[config.mk]
export PLATFORM = sky130hd
export DESIGN_NAME = exec_controller
export DESIGN_NICKNAME = d
export VERILOG_FILES = /design/src/rtl/exec_controller.sv
export SDC_FILE = /design/constraint.sdc
export NUM_CORES = 1
export LEC_CHECK = 0
export CORE_MARGIN = 1.5
export CORE_UTILIZATION = 50
export CTS_CLUSTER_SIZE = 20
export DETAILED_ROUTE_END_ITERATION = 16
export GPL_TIMING_DRIVEN = 1
export PLACE_DENSITY = 0.78
export SLEW_MARGIN = 20
export SYNTH_ARGS = -nofsm -noshare
export SYNTH_HDL_FRONTEND = slang
export SYNTH_SLANG_ARGS = --single-unit
export TNS_END_PERCENT = 10
[constraint.sdc]
create_clock -name clk_i -period 3 [get_ports clk_i]
set_input_delay 0.6 -clock clk_i [delete_from_list [all_inputs] [get_ports clk_i]]
set_output_delay 0.6 -clock clk_i [all_outputs]
set_load 0.05 [all_outputs]
[src/rtl/exec_controller.sv]
// Execution controller: step/burst/run sessions, PC breakpoints and stop-cause reporting.
// Optional run watchdog enabled by defining EXEC_CTRL_WATCHDOG_EN.
module exec_controller #(
    parameter int unsigned XLEN     = 32,
    parameter int unsigned NUM_BP   = 4,
    parameter int unsigned WDOG_CYC = 1048576
) (
    input  logic            clk_i,
    input  logic            rst_ni,
    input  logic            grant_i,
    input  logic            exec_mode_i,
    output logic            done_o,
    input  logic [7:0]      rx_data_i,
    input  logic            rx_ready_i,
    input  logic            core_halted_i,
    input  logic            wb_valid_i,
    input  logic [XLEN-1:0] wb_pc_i,
    output logic            cpu_stall_o,
    output logic            cpu_reset_o,
    output logic            dump_trigger_o,
    output logic            dump_mem_mode_o,
    input  logic            dump_done_i,
    output logic [1:0]      stop_cause_o,
    output logic [3:0]      bp_hit_idx_o
);

    localparam int unsigned CNT_W = 9;
    localparam int unsigned IDX_W = 4;
    localparam int unsigned BP_AW = (NUM_BP > 1) ? $clog2(NUM_BP) : 1;

    localparam logic [7:0] CMD_STEP   = 8'hAE;
    localparam logic [7:0] CMD_BURST  = 8'hA7;
    localparam logic [7:0] CMD_RUN    = 8'hAC;
    localparam logic [7:0] CMD_BP_SET = 8'hB1;
    localparam logic [7:0] CMD_BP_CLR = 8'hB2;

    localparam logic [1:0] CAUSE_STEP = 2'b00;
    localparam logic [1:0] CAUSE_HALT = 2'b01;
    localparam logic [1:0] CAUSE_BP   = 2'b10;
    localparam logic [1:0] CAUSE_WDOG = 2'b11;

    typedef enum logic [3:0] {
        IDLE, WAIT_CMD, GET_ARG, STEP, RUN, TRIG_DUMP, WAIT_DUMP, CHECK, EXIT
    } state_t;

    state_t            state;
    logic              mode_q;
    logic [CNT_W-1:0]  cnt_q;
    logic [7:0]        cmd_q;
    logic [2:0]        arg_cnt_q;
    logic [7:0]        arg_idx_q;
    logic [31:0]       arg_addr_q;
    logic [XLEN-1:0]   bp_addr_q [NUM_BP];
    logic [NUM_BP-1:0] bp_en_q;

    logic              bp_hit_c;
    logic [IDX_W-1:0]  bp_idx_c;
    logic              wdog_hit_c;
    logic              stop_c;
    logic [1:0]        cause_c;

    assign cpu_reset_o = 1'b0;

    // Breakpoint compare; scanning downwards leaves the lowest matching slot.
    always_comb begin
        bp_hit_c = 1'b0;
        bp_idx_c = '0;
        for (int i = int'(NUM_BP) - 1; i >= 0; i--) begin
            if (wb_valid_i && bp_en_q[i] && (bp_addr_q[i] == wb_pc_i)) begin
                bp_hit_c = 1'b1;
                bp_idx_c = IDX_W'(i);
            end
        end
    end

`ifdef EXEC_CTRL_WATCHDOG_EN
    localparam int unsigned WDOG_W = $clog2(WDOG_CYC + 1);
    logic [WDOG_W-1:0] wdog_q;

    assign wdog_hit_c = (state == RUN) && (wdog_q == WDOG_W'(WDOG_CYC - 1));

    // Counts unstalled RUN cycles; leaving RUN restarts the budget.
    always_ff @(posedge clk_i or negedge rst_ni) begin
        if (!rst_ni) begin
            wdog_q <= '0;
        end else if (state != RUN) begin
            wdog_q <= '0;
        end else if (!wdog_hit_c) begin
            wdog_q <= wdog_q + WDOG_W'(1);
        end
    end
`else
    assign wdog_hit_c = 1'b0;
`endif

    assign stop_c  = core_halted_i | bp_hit_c | wdog_hit_c;
    assign cause_c = core_halted_i ? CAUSE_HALT : (bp_hit_c ? CAUSE_BP : CAUSE_WDOG);

    // State change with its registered outputs decoded from the destination state.
    task automatic go(input state_t s);
        state          <= s;
        cpu_stall_o    <= !((s == STEP) || (s == RUN));
        dump_trigger_o <= (s == TRIG_DUMP);
        done_o         <= (s == EXIT);
    endtask

    always_ff @(posedge clk_i or negedge rst_ni) begin
        if (!rst_ni) begin
            state           <= IDLE;
            cpu_stall_o     <= 1'b1;
            dump_trigger_o  <= 1'b0;
            done_o          <= 1'b0;
            dump_mem_mode_o <= 1'b0;
            stop_cause_o    <= CAUSE_STEP;
            bp_hit_idx_o    <= '0;
            mode_q          <= 1'b0;
            cnt_q           <= '0;
            cmd_q           <= '0;
            arg_cnt_q       <= '0;
            arg_idx_q       <= '0;
            arg_addr_q      <= '0;
            bp_en_q         <= '0;
            for (int i = 0; i < int'(NUM_BP); i++) bp_addr_q[i] <= '0;
        end else begin
            go(state);
            case (state)
                IDLE: if (grant_i) begin
                    mode_q          <= exec_mode_i;
                    dump_mem_mode_o <= exec_mode_i;
                    stop_cause_o    <= CAUSE_STEP;
                    bp_hit_idx_o    <= '0;
                    go(exec_mode_i ? RUN : WAIT_CMD);
                end
                WAIT_CMD: if (rx_ready_i) begin
                    cmd_q     <= rx_data_i;
                    arg_cnt_q <= '0;
                    case (rx_data_i)
                        CMD_STEP: begin
                            cnt_q <= CNT_W'(1);
                            go(STEP);
                        end
                        CMD_BURST, CMD_BP_SET, CMD_BP_CLR: go(GET_ARG);
                        CMD_RUN: go(RUN);
                        default: ;
                    endcase
                end
                GET_ARG: if (rx_ready_i) begin
                    arg_cnt_q  <= arg_cnt_q + 3'd1;
                    arg_addr_q <= {rx_data_i, arg_addr_q[31:8]};
                    if (arg_cnt_q == 3'd0) arg_idx_q <= rx_data_i;
                    case (cmd_q)
                        CMD_BURST: begin
                            cnt_q <= (rx_data_i == 8'd0) ? CNT_W'(256) : CNT_W'(rx_data_i);
                            go(STEP);
                        end
                        CMD_BP_CLR: begin
                            if (32'(rx_data_i) < NUM_BP) bp_en_q[rx_data_i[BP_AW-1:0]] <= 1'b0;
                            go(WAIT_CMD);
                        end
                        default: if (arg_cnt_q == 3'd4) begin
                            // Index byte first, then address bytes LSB first.
                            if (32'(arg_idx_q) < NUM_BP) begin
                                bp_addr_q[arg_idx_q[BP_AW-1:0]] <= XLEN'({rx_data_i, arg_addr_q[31:8]});
                                bp_en_q[arg_idx_q[BP_AW-1:0]]   <= 1'b1;
                            end
                            go(WAIT_CMD);
                        end
                    endcase
                end
                STEP: begin
                    cnt_q <= cnt_q - CNT_W'(1);
                    if (stop_c) begin
                        stop_cause_o <= cause_c;
                        bp_hit_idx_o <= (cause_c == CAUSE_BP) ? bp_idx_c : '0;
                        go(TRIG_DUMP);
                    end else if (cnt_q <= CNT_W'(1)) begin
                        stop_cause_o <= CAUSE_STEP;
                        go(TRIG_DUMP);
                    end
                end
                RUN: if (stop_c) begin
                    stop_cause_o <= cause_c;
                    bp_hit_idx_o <= (cause_c == CAUSE_BP) ? bp_idx_c : '0;
                    go(TRIG_DUMP);
                end
                TRIG_DUMP: go(WAIT_DUMP);
                WAIT_DUMP: if (dump_done_i) begin
                    if ((stop_cause_o == CAUSE_HALT) || (stop_cause_o == CAUSE_WDOG) || mode_q)
                        go(EXIT);
                    else
                        go(CHECK);
                end
                CHECK: go(core_halted_i ? EXIT : WAIT_CMD);
                EXIT: if (!grant_i) go(IDLE);
                default: go(IDLE);
            endcase
            // Losing the grant mid-session abandons it with the core frozen.
            if (!grant_i && (state != IDLE) && (state != EXIT)) go(IDLE);
        end
    end

endmodule
==> metrics.csv, run 1 <==
metric,value,unit
dp_slack,-273,ps
reg2reg_from,bp_addr_q[33],
grt_antenna_before_repair,0,
hold_viol_final,0,
cp.depth,8,
hold_class,input pin to asynchronous set/reset pin,
fin_nets,1041,
rsz0062_at_grt,no,
clk_latency,440,ps
area_growth,18.8,%
slowest_delay,750,ps
synth-main-ff-cell,dfrtp_1,
yosysTopAreaCellShare,49.2,%
initial_core_util,50.9,%
rr_endpoint,dump_trigger_o,
track_usage,27.0,%
setup_viol,0,
postRouteAntennaNets,0,
p_leak,5.56,nW
cp_max_fo,6,
core_area,19500,sq um
place_hpwl,19300,microns
io_pins,59,
grt_pass1_wl,41300,microns
ctsHoldBuffers,0,
grt_max_degree,85,
synth.area.top_cells,"dfrtp_1, mux2_2, xor2_1",
wl,26600,microns
place_area,11200,sq um
timing.critical_path.cells,"clkdlybuf4s50_1, xor2_1, nor4_1, nand4_1, nor3_1, nor4_2, nand2_1, o221a_1",
cts_max_path_buffers,2,
cts_max_level,4,
drt-initial-drc-count,632,
slew_headroom,41.9,%
synthArstFlopShare,100,%
synth_area,9910,sq um
worst_pin_slew,864,ps
cts_buffers,17,
r2r_cells,7,
p_per_area,622,nW/um^2
fp.dieH,144,microns
die_x,144,microns
tns,0,ps
cts.sinks,196,
setup_slack,101,ps
cp_slowest_cell,nor4_2,
drc,0,
rows,51,
min_period,2900,ps
use_met3,6.20,%
cts.clk_slew.worst_paths,70,ps
clock_skew,10.9,ps
post-route-period-util,96.6,%
fmax,345,MHz
ctsResizeCount,0,
overflow,0,
ys_seq_elements,196,
grt_pass1_vias,7184,
postCtsSetupBuffers,0,
critPathLaunchType,input pin,
dieArea,20700,sq um
worstPathBufferInverterCount,1,
wl_per_cell,21.0,microns
crit_arrival,3220,ps
routabilityCongestion,1.06,
dr.pass1.iters,6,
portBuffers,55,
antenna_cells,0,
synth_edf_count,0,
synth_area_per_cell,11.2,sq um
status,finished clean,
required,3320,ps
clockRootBuffer,clkbuf_16,
peakVddDrop,399,uV
rrSetupSlack,450,ps
n_fill_cell,1601,
via_count,7391,
ys_warn_count,0,
p_total,7.32,mW
final_cell_area,11800,sq um
finalMaxSlewViolations,0,
yosys.area.top_type,dfrtp_1,
met2_usage,40.9,%
crit_type,input pin to flop,
top_usage_layer,met2,
maxCapViolCount,0,
cts_tree,yes,
grt_util_met1,37.8,%
syn_inst,883,
viasPerCell,5.84,
ys_types,64,
cp-end-kind,flop,
ys_seq_area_share,49.5,%
drive_above_1_share,22.3,%
cpLargestDelayFamily,simple AND/OR/NAND/NOR gates,
-- worst max path at each step --
| stage | slack [ps] | from | endpoint |
|---|---|---|---|
| 3_3_place_gp | -250 | wb_pc_i[11] | state[0] |
| 4_1_cts | 170 | wb_pc_i[11] | state[0] |
| 5_1_grt | 80 | wb_pc_i[1] | dump_trigger_o |
| 6_report | 100 | wb_pc_i[1] | dump_trigger_o |
| 2_1_floorplan | 810 | wb_pc_i[8] | bp_hit_idx_o[1] |
| 3_5_place_dp | -270 | wb_pc_i[11] | state[0] |
-- area by class of cell --
class / count / area, sq um / area share (%)
clock buffer: 19 / 453 / 3.85
inverter: 15 / 56.3 / 0.478
multi-input combinational: 638 / 4770 / 40.5
sequential: 196 / 4910 / 41.7
timing repair buffer: 121 / 1110 / 9.45
tap: 265 / 332 / 2.82
clock inverter: 12 / 141 / 1.20
-- Yosys cell counts, drive strengths merged, types with 3 or more instances --
cell type,number
a31oi,8
mux2,140
a21oi,19
nor2,27
clkbuf,13
nor4b,7
and4,3
ha,4
o21bai,3
o211ai,5
o22ai,5
o21ai,44
and3b,3
nor3,18
and2,5
nand3,11
a211o,3
and3,4
xor2,78
a32oi,5
nor4,30
nor3b,3
nor2b,13
or3,3
buf,23
a22o,4
xnor2,46
nand2,103
inv,14
nand4,19
a22oi,3
dfrtp,195
-- report_power, final --
group | internal, mW | leakage, nW | switching [mW] | total (mW)
Clock | 1.28 | 0.281 | 1.05 | 2.33
Combinational | 0.659 | 2.62 | 0.947 | 1.61
Sequential | 2.99 | 2.65 | 0.396 | 3.38
Total | 4.93 | 5.56 | 2.39 | 7.32
-- cells by family after synthesis --
family / synth area share [%]
and+or+nand+nor: 13.8
DFF: 49.5
muxes: 16.0
xor gates and xnor gates: 11.0
AOI/OAI and AO/OA: 6.75
buffers and inverters: 2.50
adders and majority gates: 0.505
other: 0.0378
-- sequential cells by signal (all words and copies together) (netlist names), 2 cells and up --
signal,flops
bp_addr_q,128
arg_addr_q,24
cnt_q,9
arg_idx_q,8
cmd_q,8
bp_en_q,4
state,4
arg_cnt_q,3
bp_hit_idx_o,2
stop_cause_o,2
-- placed cells by master, fill, tap and decap left out, types with 19 or more instances in the layout --
master and n:
dfrtp_1 195, mux2_2 111, nand2_1 100, xor2_1 78
buf_4 61, clkdlybuf4s50_1 54, xnor2_1 46, o21ai_0 41
mux2_1 29, nor4_1 27, nor2_1 26, a21oi_1 19
nand4_1 19
-- stage by stage --
| step | hold WS (ps) | instances | util, % |
|---|---|---|---|
| after global routing | 257 | 1266 | 60.5 |
| after CTS | 255 | 1266 | 60.5 |
| after detailed placement | 476 | 1235 | 57.4 |
| final | 194 | 1266 | 60.5 |
| after floorplan | 304 | 885 | - |
| after global placement | 463 | 1235 | 57.4 |
-- worst reg2reg max path: stages (launching register included) --
cell and delay (ps):
dfrtp_1 390, xor2_1 430, nor4_1 150, nand4_1 130, nor3_1 70, nor4_2 750, nand2_1 220, o221a_1 300
-- per-layer routing --
metal,wire length (microns),up-vias
li1,-,3332
met1,12000,3683
met2,11700,305
met3,1950,71
met4,890,0
met5,0,-
Note: power is estimated with default switching activity, not from simulation.
==> inputs of run 2 (changes only) <==
--- a/config.mk
+++ b/config.mk
@@ -7,7 +7,7 @@
 export LEC_CHECK = 0
 export CORE_MARGIN = 1.5
 export CORE_UTILIZATION = 50
-export CTS_CLUSTER_SIZE = 20
+export CTS_CLUSTER_SIZE = 28
 export DETAILED_ROUTE_END_ITERATION = 16
 export GPL_TIMING_DRIVEN = 1
 export PLACE_DENSITY = 0.78
==> results of run 2 <==
No change in the layout: final DEF, timing and power equal those of run 1.
==> inputs of run 3 (changes only) <==
--- a/config.mk
+++ b/config.mk
@@ -5,6 +5,7 @@
 export SDC_FILE = /design/constraint.sdc
 export NUM_CORES = 1
 export LEC_CHECK = 0
+export CORE_ASPECT_RATIO = 1.5
 export CORE_MARGIN = 1.5
 export CORE_UTILIZATION = 50
 export CTS_CLUSTER_SIZE = 28
==> metrics.csv, run 3 (synthesis gave the netlist of run 1 again) <==
metric,value,unit,change
status,finished clean,,
initial_core_util,51.3,%,+0.39 points
cts_buffers,17,,unchanged
clockRootBuffer,clkbuf_16,,
p_per_area,612,nW/um^2,-1.6%
fin_nets,1050,,+0.86%
ctsHoldBuffers,0,,unchanged
antenna_cells,0,,unchanged
grt_pass1_vias,7767,,+8.1%
worst_pin_slew,791,ps,-73.1 ps
cts.sinks,196,,unchanged
top_regs,"bp_addr_q x128, arg_addr_q x24, cnt_q x9",,
final_cell_mix,"dfrtp_1, mux2_2, nand2_1, xor2_1, buf_4",,
rows,62,,+22%
drc,0,,unchanged
cts.clk_slew.worst_paths,70,ps,about the same
hold_class,input pin to asynchronous set/reset pin,,
p_comb_share,22.8,%,+0.9 points
cpLargestDelayFamily,simple AND/OR/NAND/NOR gates,,
clk_latency,430,ps,about the same
routabilityCongestion,0.974,,-8.1%
overflow,0,,unchanged
p_switching,2.40,mW,+0.32%
wl_per_cell,22.2,microns,+5.6%
area_growth,19.2,%,
place_hpwl,21000,microns,+9.1%
rsz0062_at_grt,no,,
hold_viol_final,0,,unchanged
p_leak,5.60,nW,+0.78%
track_usage,28.4,%,+1.3 points
cp_slowest_cell,clkdlybuf4s50_1,,
r2r_cells,8,,+1
critPathLaunchType,input pin,,
worstPathBufferInverterCount,2,,+1
crit_arrival,3200,ps,-20 ps
dieArea,20700,sq um,about the same
p_clk_share,30.7,%,-1.2 points
io_pins,59,,unchanged
rr_endpoint,dump_trigger_o,,
crit_type,input pin to flop,,
whs,204,ps,+9.63 ps
seq_power_share,46.6,%,+0.4 points
postCtsSetupBuffers,0,,unchanged
layout_commonest_cell,dfrtp_1,,
timing.critical_path.cells,"clkdlybuf4s50_1, nor2b_1, or3_1, nor4b_1, and4_1, nor4_2, buf_4, nand2_1, o221a_1",,
fmax,347,MHz,+0.68%
slew_headroom,46.8,%,+4.9 points
cts_max_level,4,,unchanged
maxCapViolCount,0,,unchanged
dr.pass1.iters,5,,-1
rrSetupSlack,540,ps,+90 ps
fp.dieH,175,microns,+22%
reg2reg_from,bp_addr_q[71],,
grt_max_degree,86,,+1.2%
peakVddDrop,377,uV,-5.4%
grt_pass1_wl,44500,microns,+7.9%
viasPerCell,5.82,,-0.27%
required,3320,ps,about the same
cp-end-kind,flop,,
drt-initial-drc-count,531,,-16%
finalMaxSlewViolations,0,,unchanged
core_area,19300,sq um,-0.75%
top_register,bp_addr_q,,
portBuffers,55,,unchanged
cts_tree,yes,,
post-route-period-util,96.0,%,-0.65 points
wl,28100,microns,+5.7%
sw_frac_of_total,33.2,%,+0.51 points
ctsResizeCount,0,,unchanged
cp_max_fo,6,,unchanged
largest_reg_flops,128,,unchanged
via_count,7377,,-0.19%
final_core_util,61.2,%,+0.70 points
die_x,118,microns,-18%
grt_antenna_before_repair,0,,unchanged
drive_above_1_share,22.8,%,+0.57 points
postRouteAntennaNets,0,,unchanged
cts_max_path_buffers,2,,unchanged
slowest_delay,610,ps,-140 ps
setup_viol,0,,unchanged
clock_skew,9.91,ps,-0.961 ps
p_int,4.83,mW,-2.0%
min_period,2880,ps,-19.6 ps
[run 3: cell count changes in the layout (fill, tap and decap cells not counted)]
cell / delta
buf_4: +7
buf_12: +2
clkinv_2: +2
bufinv_16: -1
clkbuf_1: +1
clkbuf_8: -1
clkinv_4: +1
clkinvlp_4: -1
nor4_1: +1
nor4_2: -1
[run 3: through the flow]
stage          power [mW]  cell area [sq um]  std cells  setup WS (ps)  TNS [ps]
5_1_grt              7.60              11800       1267           25.0         0
3_3_place_gp         5.00              11300       1235           -339     -1680
3_5_place_dp         5.05              11300       1235           -316     -1520
2_1_floorplan        4.33               9920        885            809         0
4_1_cts              7.25              11800       1267            129         0
6_report             7.24              11800       1267            120         0
[run 3: power groups by stage]
stage	Combinational, mW	Clock, mW	Sequential [mW]
3_5_place_dp	1.63	0	3.42
3_3_place_gp	1.60	0	3.40
2_1_floorplan	0.976	0	3.36
5_1_grt	1.81	2.36	3.44
6_report	1.65	2.22	3.37
4_1_cts	1.64	2.24	3.37
[run 3: area by class of cell]
cell class	instances	area [sq um]
Clock buffer	19	443
Clock inverter	13	123
Fill cell	1532	7500
Inverter	15	56.3
Multi-Input combinational cell	638	4770
Sequential cell	196	4910
Tap cell	256	320
Timing Repair Buffer	130	1200
[run 3: how the worst max path moves through the flow]
stage                    start         endpoint  slack (ps)  depth (start not counted)
floorplan           wb_pc_i[8]  bp_hit_idx_o[1]         810                          8
global placement    wb_pc_i[2]   dump_trigger_o        -340                         10
detailed placement  wb_pc_i[2]   dump_trigger_o        -320                         10
CTS                 wb_pc_i[2]   dump_trigger_o         130                         10
global route        wb_pc_i[2]   dump_trigger_o          30                         10
finish              wb_pc_i[7]   dump_trigger_o         120                          9
[run 3: routing by layer]
layer  vias to the layer above  part of all wire, %  track usage, %
met1                      3707                   38            31.3
met5                         -                    0               0
met3                        74                  3.6            4.38
li1                       3360                    -               -
met2                       236                   53            52.2
met4                         0                  4.8            15.1
